$ cat src/rtl/gemm_pkg.sv
// Shared types for the GeMM output writer: FSM state encoding and tile address helper.
package gemm_pkg;

  typedef enum logic [1:0] {
    WriterIdle = 2'd0,
    WriterRun  = 2'd1,
    WriterDone = 2'd2
  } writer_state_t;

  // Row-major tile address: m-outer / n-inner, matching the controller's issue order.
  function automatic logic [31:0] tile_addr(input logic [31:0] m_tile,
                                            input logic [31:0] n_tile,
                                            input logic [31:0] tiles_n);
    return m_tile * tiles_n + n_tile;
  endfunction

endpackage

$ cat src/rtl/gemm_result_fifo.sv
// Synchronous FIFO, registered head (no fall-through); push ignored when full, pop ignored when empty.
// Depth must be a power of two so the pointers wrap naturally; clr_i flushes without touching storage.
module gemm_result_fifo #(
  parameter int unsigned Width = 32,
  parameter int unsigned Depth = 2
) (
  input  logic             clk_i,
  input  logic             rst_ni,
  input  logic             clr_i,
  input  logic             push_i,
  input  logic [Width-1:0] data_i,
  input  logic             pop_i,
  output logic             full_o,
  output logic             empty_o,
  output logic [Width-1:0] data_o
);

  localparam int unsigned PtrW = (Depth > 1) ? $clog2(Depth) : 1;
  localparam logic [PtrW:0] FullCnt = Depth[PtrW:0];

  logic [Width-1:0] mem_q [Depth];
  logic [PtrW-1:0]  wr_ptr_q, rd_ptr_q;
  logic [PtrW:0]    count_q;
  logic             push_ok, pop_ok;

  assign full_o  = (count_q == FullCnt);
  assign empty_o = (count_q == '0);
  assign push_ok = push_i && !full_o;
  assign pop_ok  = pop_i && !empty_o;
  assign data_o  = mem_q[rd_ptr_q];

  always_ff @(posedge clk_i or negedge rst_ni) begin
    if (!rst_ni) begin
      wr_ptr_q <= '0;
      rd_ptr_q <= '0;
      count_q  <= '0;
      for (int i = 0; i < int'(Depth); i++) mem_q[i] <= '0;
    end else if (clr_i) begin
      wr_ptr_q <= '0;
      rd_ptr_q <= '0;
      count_q  <= '0;
    end else begin
      if (push_ok) begin
        mem_q[wr_ptr_q] <= data_i;
        wr_ptr_q        <= wr_ptr_q + 1'b1;
      end
      if (pop_ok) rd_ptr_q <= rd_ptr_q + 1'b1;
      if (push_ok && !pop_ok)      count_q <= count_q + 1'b1;
      else if (!push_ok && pop_ok) count_q <= count_q - 1'b1;
    end
  end

endmodule

$ cat src/rtl/gemm_output_writer.sv
// GeMM result sink: buffers tiles from the PE array and writes them to output SRAM via req/gnt (req one cycle after accept).
// No backpressure upstream: tiles offered while not ready are dropped and flagged; GEMM_WRITER_PERF_EN adds a stall counter.
module gemm_output_writer
  import gemm_pkg::*;
#(
  parameter int unsigned AddrWidth = 8,
  parameter int unsigned M         = 4,
  parameter int unsigned N         = 4,
  parameter int unsigned OutWidth  = 32,
  parameter int unsigned FifoDepth = 2
) (
  input  logic                      clk_i,
  input  logic                      rst_ni,
  input  logic                      start_i,
  input  logic [AddrWidth-1:0]      M_size_i,
  input  logic [AddrWidth-1:0]      N_size_i,
  input  logic                      result_valid_i,
  input  logic [M*N*OutWidth-1:0]   result_data_i,
  output logic                      result_ready_o,
  output logic                      mem_req_o,
  input  logic                      mem_gnt_i,
  output logic [AddrWidth-1:0]      mem_addr_o,
  output logic [M*N*OutWidth-1:0]   mem_wdata_o,
  output logic                      busy_o,
  output logic                      done_o,
  output logic                      overflow_o,
  output logic [AddrWidth-1:0]      tiles_written_o
`ifdef GEMM_WRITER_PERF_EN
  ,
  output logic [AddrWidth-1:0]      stall_cycles_o
`endif
);

  localparam int unsigned DataW = M * N * OutWidth;

  writer_state_t        state_q, state_d;
  logic [AddrWidth-1:0] tiles_n_q, total_q;
  logic [AddrWidth-1:0] accepted_q, written_q;
  logic [AddrWidth-1:0] m_tile_q, n_tile_q;
  logic                 overflow_q;

  logic [AddrWidth-1:0] start_tiles_m, start_tiles_n, start_total;
  logic                 start_job, push, pop;
  logic                 fifo_full, fifo_empty;
  logic [DataW-1:0]     fifo_head;

  assign start_tiles_m = M_size_i / AddrWidth'(M);
  assign start_tiles_n = N_size_i / AddrWidth'(N);
  assign start_total   = start_tiles_m * start_tiles_n;

  assign start_job = (state_q == WriterIdle) && start_i;
  assign push      = result_valid_i && result_ready_o;
  assign mem_req_o = !fifo_empty;
  assign pop       = mem_req_o && mem_gnt_i;

  gemm_result_fifo #(
    .Width (DataW),
    .Depth (FifoDepth)
  ) u_fifo (
    .clk_i   (clk_i),
    .rst_ni  (rst_ni),
    .clr_i   (start_job),
    .push_i  (push),
    .data_i  (result_data_i),
    .pop_i   (pop),
    .full_o  (fifo_full),
    .empty_o (fifo_empty),
    .data_o  (fifo_head)
  );

  always_ff @(posedge clk_i or negedge rst_ni) begin
    if (!rst_ni) state_q <= WriterIdle;
    else         state_q <= state_d;
  end

  always_comb begin
    state_d = state_q;
    unique case (state_q)
      WriterIdle: if (start_i) state_d = (start_total == '0) ? WriterDone : WriterRun;
      WriterRun:  if (pop && ((written_q + 1'b1) == total_q)) state_d = WriterDone;
      WriterDone: state_d = WriterIdle;
      default:    state_d = WriterIdle;
    endcase
  end

  always_comb begin
    busy_o         = (state_q != WriterIdle);
    done_o         = (state_q == WriterDone);
    result_ready_o = (state_q == WriterRun) && !fifo_full && (accepted_q < total_q);
  end

  always_ff @(posedge clk_i or negedge rst_ni) begin
    if (!rst_ni) begin
      tiles_n_q  <= '0;
      total_q    <= '0;
      accepted_q <= '0;
      written_q  <= '0;
      m_tile_q   <= '0;
      n_tile_q   <= '0;
      overflow_q <= 1'b0;
    end else if (start_job) begin
      tiles_n_q  <= start_tiles_n;
      total_q    <= start_total;
      accepted_q <= '0;
      written_q  <= '0;
      m_tile_q   <= '0;
      n_tile_q   <= '0;
      overflow_q <= 1'b0;
    end else begin
      if (push) accepted_q <= accepted_q + 1'b1;
      if ((state_q == WriterRun) && result_valid_i && !result_ready_o) overflow_q <= 1'b1;
      if (pop) begin
        written_q <= written_q + 1'b1;
        if (n_tile_q == tiles_n_q - 1'b1) begin
          n_tile_q <= '0;
          m_tile_q <= m_tile_q + 1'b1;
        end else begin
          n_tile_q <= n_tile_q + 1'b1;
        end
      end
    end
  end

  assign mem_addr_o      = AddrWidth'(tile_addr(32'(m_tile_q), 32'(n_tile_q), 32'(tiles_n_q)));
  assign mem_wdata_o     = fifo_head;
  assign overflow_o      = overflow_q;
  assign tiles_written_o = written_q;

`ifdef GEMM_WRITER_PERF_EN
  logic [AddrWidth-1:0] stall_q;

  always_ff @(posedge clk_i or negedge rst_ni) begin
    if (!rst_ni) begin
      stall_q <= '0;
    end else if (start_job) begin
      stall_q <= '0;
    end else if ((state_q == WriterRun) && mem_req_o && !mem_gnt_i && (stall_q != '1)) begin
      stall_q <= stall_q + 1'b1;
    end
  end

  assign stall_cycles_o = stall_q;
`endif

endmodule
$ cat config.mk
export PLATFORM = sky130hd
export DESIGN_NAME = gemm_output_writer
export DESIGN_NICKNAME = d
export VERILOG_FILES = /design/src/rtl/gemm_pkg.sv /design/src/rtl/gemm_result_fifo.sv /design/src/rtl/gemm_output_writer.sv
export SDC_FILE = /design/constraint.sdc
export NUM_CORES = 2
export LEC_CHECK = 0
export ABC_AREA = 1
export BUFFER_PORTS_ARGS = -buffer_cell sky130_fd_sc_hd__buf_2
export CAP_MARGIN = 30
export CORE_AREA = 2 2 421 423
export CTS_CLUSTER_SIZE = 12
export DETAILED_ROUTE_END_ITERATION = 10
export DIE_AREA = 0 0 423 425
export PLACE_DENSITY_LB_ADDON = 0.15
export SLEW_MARGIN = 20
export SYNTH_ARGS = -nofsm -noshare
export SYNTH_HDL_FRONTEND = slang
export SYNTH_SLANG_ARGS = --single-unit
export TNS_END_PERCENT = 20
$ cat constraint.sdc
create_clock -name clk_i -period 3.4 [get_ports clk_i]
set_clock_uncertainty 0.1 [all_clocks]
set_input_delay 0 -clock clk_i [delete_from_list [all_inputs] [get_ports clk_i]]
set_output_delay 0 -clock clk_i [all_outputs]
set_load 0.005 [all_outputs]
; Word-level counts from Yosys, hierarchy flattened
; Index checks and enable logic that the tools add are counted.
[op_classes]
addsub = 10
mul = 2
div = 0
order_cmp = 4
n_eq_ne = 7
shift = 0
n_mux = 29
bitwise_logic = 3
reduce_logical = 32
[ops]
columns = cell, count
row1 = 512-bit 2-to-1 mux, 4
row2 = 1024-bit bitwise mux, 1
row3 = 512-bit demux with 1-bit select, 1
row4 = 8-bit 2-to-1 mux, 10
row5 = "8-bit by 1-bit adder with 8-bit output, second input constant", 4
row6 = 8-bit equality test, 2
row7 = 2-bit nonzero test, 7
row8 = 1-bit logical AND, 13
row9 = 2-bit 2-to-1 mux, 6
row10 = 8-bit adder, 1
row11 = 8-bit logical NOT, 1
row12 = 8-bit less-than comparator, 1
row13 = 6-bit by 6-bit multiplier with 8-bit output, 1
row14 = 8-bit by 6-bit multiplier with 8-bit output, 1
row15 = "6-bit by 1-bit subtractor with 7-bit output, second input constant", 1
row16 = 1-bit 2-to-1 mux, 6
row17 = 2-bit AND reduction, 3
row18 = 1-bit logical NOT, 5
row19 = "2-bit equality test, second input constant", 2
row20 = "2-bit >= comparator, second input constant", 2
row21 = 2-bit logical NOT, 2
row22 = "2-bit inequality test, second input constant", 2
row23 = 1-bit inverter with 2-bit output, 2
row24 = 2-bit case mux with 2 select lines, 1
row25 = other kinds (7), 8
[totals]
reg_bits = 1077
latch_bits = 0
mem_bits_rw = 0
mem_bits_ro = 0
input_bits = 533
out_inout_bits = 533
word_cells = 100
mem_count = 0

; Longest topological paths before layout
[logic_depth]
ltp_word = 11
mapped_depth = 19
mapped_depth_nobuf = 18

; Modules after synthesis
; From an unflattened synthesis, not the netlist that was laid out.
[unflattened]
cells_unflattened = 6173
hier_area_um2 = 49144.6
[by_module_without_submodules]
columns = mod, n_inst, cells_per_inst, area_each_um2, seq_area_each_um2
row1 = gemm_result_fifo, 1, 5499, 44244.9, 25724.7
row2 = gemm_output_writer, 1, 674, 4899.7, 1226.2

; Worst setup path after synthesis
; Ideal clock, no wire load.
[synth_path]
path_kind = register to output
start = reg m_tile_q[2]
end = out mem_addr_o[7]
t_arrival_ns = 3.526
required_ns = 3.300
setup_slack_ns = -0.226
stages_incl_launch_ff = 17
path_buffers = 1
path_cell_list = dfrtp_1 > clkbuf_1 > nand2_1 > fa_1 > fa_1 > inv_1 > fa_1 > inv_1 > fa_1 > inv_1 > ha_1 > a21oi_1 > inv_1 > a21oi_1 > inv_1 > nand3_1 > nand2_1
[synth_via]
elab_chain_len = 2
[synth_rtl]
columns = element, line_no
row1 = "start, declared", gemm_output_writer.sv:39  ; logic [AddrWidth-1:0] m_tile_q, n_tile_q;
row2 = "start signal, assigned", gemm_output_writer.sv:116  ; m_tile_q <= m_tile_q + 1'b1;
row3 = 8-bit by 6-bit multiplier with 8-bit output, gemm_pkg.sv:14  ; return m_tile * tiles_n + n_tile;
row4 = 8-bit adder, gemm_pkg.sv:14
row5 = "end, declared", gemm_output_writer.sv:22  ; output logic [AddrWidth-1:0] mem_addr_o,
; Every way passes these cells.

; Worst setup path in the final report
[layout_path]
start = reg tiles_n_q[0]
end = out mem_addr_o[7]
[layout_via]
elab_chain_len = 2
[layout_rtl]
columns = element, line_no
row1 = "start, declared", gemm_output_writer.sv:37  ; logic [AddrWidth-1:0] tiles_n_q, total_q;
row2 = "start signal, assigned", gemm_output_writer.sv:102  ; tiles_n_q <= start_tiles_n;
row3 = 8-bit by 6-bit multiplier with 8-bit output, gemm_pkg.sv:14
row4 = 8-bit adder, gemm_pkg.sv:14
; Every way passes these cells.

==> reports/metrics.json <==
{
  "run_status": {
    "run_status": "complete, but fails checks",
    "violations": "negative setup slack"
  },
  "die": {
    "floorplan.rows": 154,
    "io_pins": 1066,
    "die_w_um": 423,
    "core_area_um2": 175000,
    "initial_core_util_pct": 27.9,
    "floorplan.die.height_um": 425,
    "die_area_um2": 180000
  },
  "power": {
    "leakage_power_uw": 0.0385,
    "power_per_cell_area_nw_per_um2": 851,
    "power.ir.vdd_worst_mv": 0.473
  },
  "placement": {
    "port-buffer-count": 1061,
    "placement.setup.worst_slack_ns": -0.255,
    "place_hpwl_um": 117000,
    "gp_routability_congestion": 0.844,
    "dp.cells": 9311
  },
  "layout": {
    "area_delta_synth_final_pct": 46.5,
    "final_common_cell": "sky130_fd_sc_hd__nand2_1",
    "commonest_cells_after_routing_fill_and_taps_aside": "sky130_fd_sc_hd__nand2_1, sky130_fd_sc_hd__dfrtp_1, sky130_fd_sc_hd__buf_2, sky130_fd_sc_hd__dlygate4sd3_1, sky130_fd_sc_hd__o21ai_0",
    "final_layout_size_suffix_gt1_share_pct": 17.0,
    "utilization_pct": 40.9,
    "final_cells": 10600,
    "finish.net_count": 8752
  },
  "synth": {
    "synth.avg_cell_area_um2": 7.95,
    "ffs_latches_synth": 1077,
    "syn-instance-count": 6150,
    "post_synthesis_net_count": 6750,
    "count_of_synthesis_stage_warnings_from_yosys": 0,
    "synth-seq-area-share_pct": 55.1,
    "synth-edff-count": 0,
    "post_synth_instance_area_um2": 48900,
    "synth_top_flop_cell": "sky130_fd_sc_hd__dfrtp_1",
    "share_of_flip_flops_with_an_asynchronous_set_or_reset_pct": 100,
    "synth_cell_types": 31
  },
  "clocking": {
    "ctsLongestPathBuffers": 3,
    "cts.sinks": 1077,
    "tritoncts": "yes",
    "root_buf_cell": "sky130_fd_sc_hd__clkbuf_16",
    "clk-insertion-delay-late_ns": 0.78,
    "numCtsBuffers": 133,
    "path_clk_slew_ns": 0.05,
    "htreeDepth": 4
  },
  "worst_setup_path": {
    "critPathKind": "reg -> out",
    "crit-reg2reg-launch": "total_q[7]",
    "critical_path_peak_fanout": 5,
    "cpMaxStageDelayCell": "sky130_fd_sc_hd__fa_1",
    "worst_r2r_endpoint": "u_fifo.mem_q[727]",
    "cp_cell_sequence": "buf_4, nand2_1, inv_1, fa_1, ha_1, inv_1, fa_1, fa_1, inv_2, ha_4, a21oi_2, nand2_1, a21oi_2, inv_1, a21oi_2, inv_1, nand3_1, nand2_1, buf_6",
    "r2r_slack_ns": 0.38,
    "required_arrival_time_at_the_worst_endpoint_ns": 3.30,
    "r2r_cells": 11,
    "setup.worst_path.start_class": "flop",
    "critical-path-top-cell-by-count": "sky130_fd_sc_hd__inv_1",
    "critical-path-max-stage-delay_ns": 0.53,
    "critical_path.endpoint_type": "output pin",
    "cp_data_arrival_time_ns": 4.25
  },
  "sta": {
    "setup_slack_ns": -0.952,
    "fmax_ghz": 0.230,
    "timing_worst_slew_pin_value_ns": 1.08,
    "rsz0062_at_grt": "yes",
    "fin_hold_ws_ns": 0.0651,
    "timing.final.max_slew_violations": 0,
    "finalSetupTns_ns": -3.60,
    "min_period_over_period_pct": 128,
    "slew_headroom_pct": 27.7,
    "final_hold_viol_count": 0,
    "setup_viol": 7,
    "period_needed_ns": 4.35
  },
  "detailed_routing": {
    "finalWirelength_um": 173000,
    "routed-via-count": 46100,
    "ant_nets": 0,
    "firstDrtPassIters": 6,
    "detail_route.iter0.violations": 3322,
    "post_drt_wl_per_cell_um": 16.4,
    "avgViaCountPerCell": 4.35,
    "drc": 0
  },
  "job": {
    "timing.max_cap.violations": 0
  },
  "global_route": {
    "grt_first_pass_wirelength_um": 268000,
    "grt_max_degree": 158,
    "antenna_found_initial": 16,
    "grt_pass1_vias": 46000,
    "globalRoute.totalOverflow": 0,
    "all_layer_global_routing_usage_pct": 18.8
  },
  "hold_path": {
    "min_from": "result_data_i[270]",
    "type_of_the_worst_min_delay_path": "in -> reg",
    "hold_end": "u_fifo.mem_q[270]",
    "hold_path_depth": 4
  }
}
final cells by class:
| class | count | area, µm² |
|---|---|---|
| sequential | 1077 | 27000 |
| timing repair buffer | 2224 | 17200 |
| fill | 18000 | 104000 |
| clock inverter | 24 | 255 |
| inverter | 643 | 2420 |
| tap | 2340 | 2930 |
| multi-input combinational | 4073 | 17900 |
| clock buffer | 195 | 3950 |
| antenna | 15 | 37.5 |
sequential cells by signal, indices dropped and copies added, names as in the netlist:
| name | cells |
|---|---|
| tiles_n_q | 6 |
| m_tile_q | 8 |
| overflow_o | 1 |
| accepted_q | 8 |
| tiles_written_o | 8 |
| total_q | 8 |
| n_tile_q | 8 |
| u_fifo.mem_q | 1024 |
| state_q | 2 |
| u_fifo.rd_ptr_q | 1 |
| u_fifo.count_q | 2 |
| u_fifo.wr_ptr_q | 1 |
cell usage after synthesis, types with 12 or more instances:
| cell type | number | area, µm² |
|---|---|---|
| sky130_fd_sc_hd__buf_2 | 57 | 285 |
| sky130_fd_sc_hd__xor2_1 | 24 | 210 |
| sky130_fd_sc_hd__a21oi_1 | 14 | 70.1 |
| sky130_fd_sc_hd__ha_1 | 38 | 475 |
| sky130_fd_sc_hd__buf_6 | 46 | 518 |
| sky130_fd_sc_hd__nand4_1 | 12 | 75.1 |
| sky130_fd_sc_hd__o21ai_0 | 650 | 3250 |
| sky130_fd_sc_hd__o21ai_1 | 400 | 2000 |
| sky130_fd_sc_hd__o22ai_1 | 13 | 81.3 |
| sky130_fd_sc_hd__inv_1 | 641 | 2410 |
| sky130_fd_sc_hd__dfrtp_1 | 1077 | 27000 |
| sky130_fd_sc_hd__clkbuf_1 | 248 | 931 |
| sky130_fd_sc_hd__fa_1 | 29 | 581 |
| sky130_fd_sc_hd__nand3_1 | 51 | 255 |
| sky130_fd_sc_hd__nand2_1 | 2776 | 10400 |
| sky130_fd_sc_hd__nor2_1 | 40 | 150 |
worst max path at each step:
stage	slack, ns	depth (start not counted)	endpoint	from
after floorplan	0.03	16	mem_addr_o[7]	m_tile_q[2]
after global placement	-0.25	16	mem_addr_o[7]	tiles_n_q[2]
after detailed placement	-0.26	16	mem_addr_o[7]	tiles_n_q[1]
after CTS	-1.06	16	mem_addr_o[7]	tiles_n_q[0]
after global routing	-1.26	15	mem_addr_o[6]	tiles_n_q[1]
final	-0.95	19	mem_addr_o[7]	tiles_n_q[0]
kinds of logic after synthesis:
family                   after synthesis  share of synthesized area (%)
AO/OA/AOI/OAI                       1081                           11.1
flip-flops                          1077                           55.1
adder cells (fa/ha/maj)               67                           2.16
XOR/XNOR                              35                          0.655
buffers and inverters               1000                           8.53
AND/OR/NAND/NOR                     2890                           22.4
metrics by stage:
stage / area [µm²] / power, µW
floorplan: 49000 / 35400
global placement: 56800 / 46200
detailed placement: 56800 / 46500
CTS: 71500 / 61700
global route: 71700 / 66100
finish: 71700 / 61000
timing repair:
item	4_1_cts	5_1_grt
pin swaps	0	14
endpoints found under the hold margin	2127	0
hold buffers	1043	0
buffers inserted	0	3
resized for setup	5	19
setup endpoints to repair	5	9
worst max-delay path, delay by kind of cell (launching register included):
kind,cells,cell delay [ns]
AO/OA/AOI/OAI,3,0.39
adder cells (fa/ha/maj),5,1.86
buffers and inverters,7,0.52
flip-flops,1,0.43
AND/OR/NAND/NOR,4,0.27
report_power, final:
| group | switching, µW | internal (µW) | total (µW) |
|---|---|---|---|
| clock | 5640 | 8170 | 13800 |
| sequential | 3100 | 18700 | 21800 |
| combinational | 15600 | 9800 | 25400 |
| total | 24300 | 36700 | 61000 |
layer usage:
metal / global-route usage (%) / vias to the layer above / part of all wire, %
met4: 9.09 / 2 / 5.0
met5: 0 / - / 0.0081
met1: 23.3 / 21700 / 42
met2: 31.0 / 1165 / 47
li1: - / 23000 / -
met3: 4.33 / 335 / 5.4
Power figures use the tool's default switching activity.
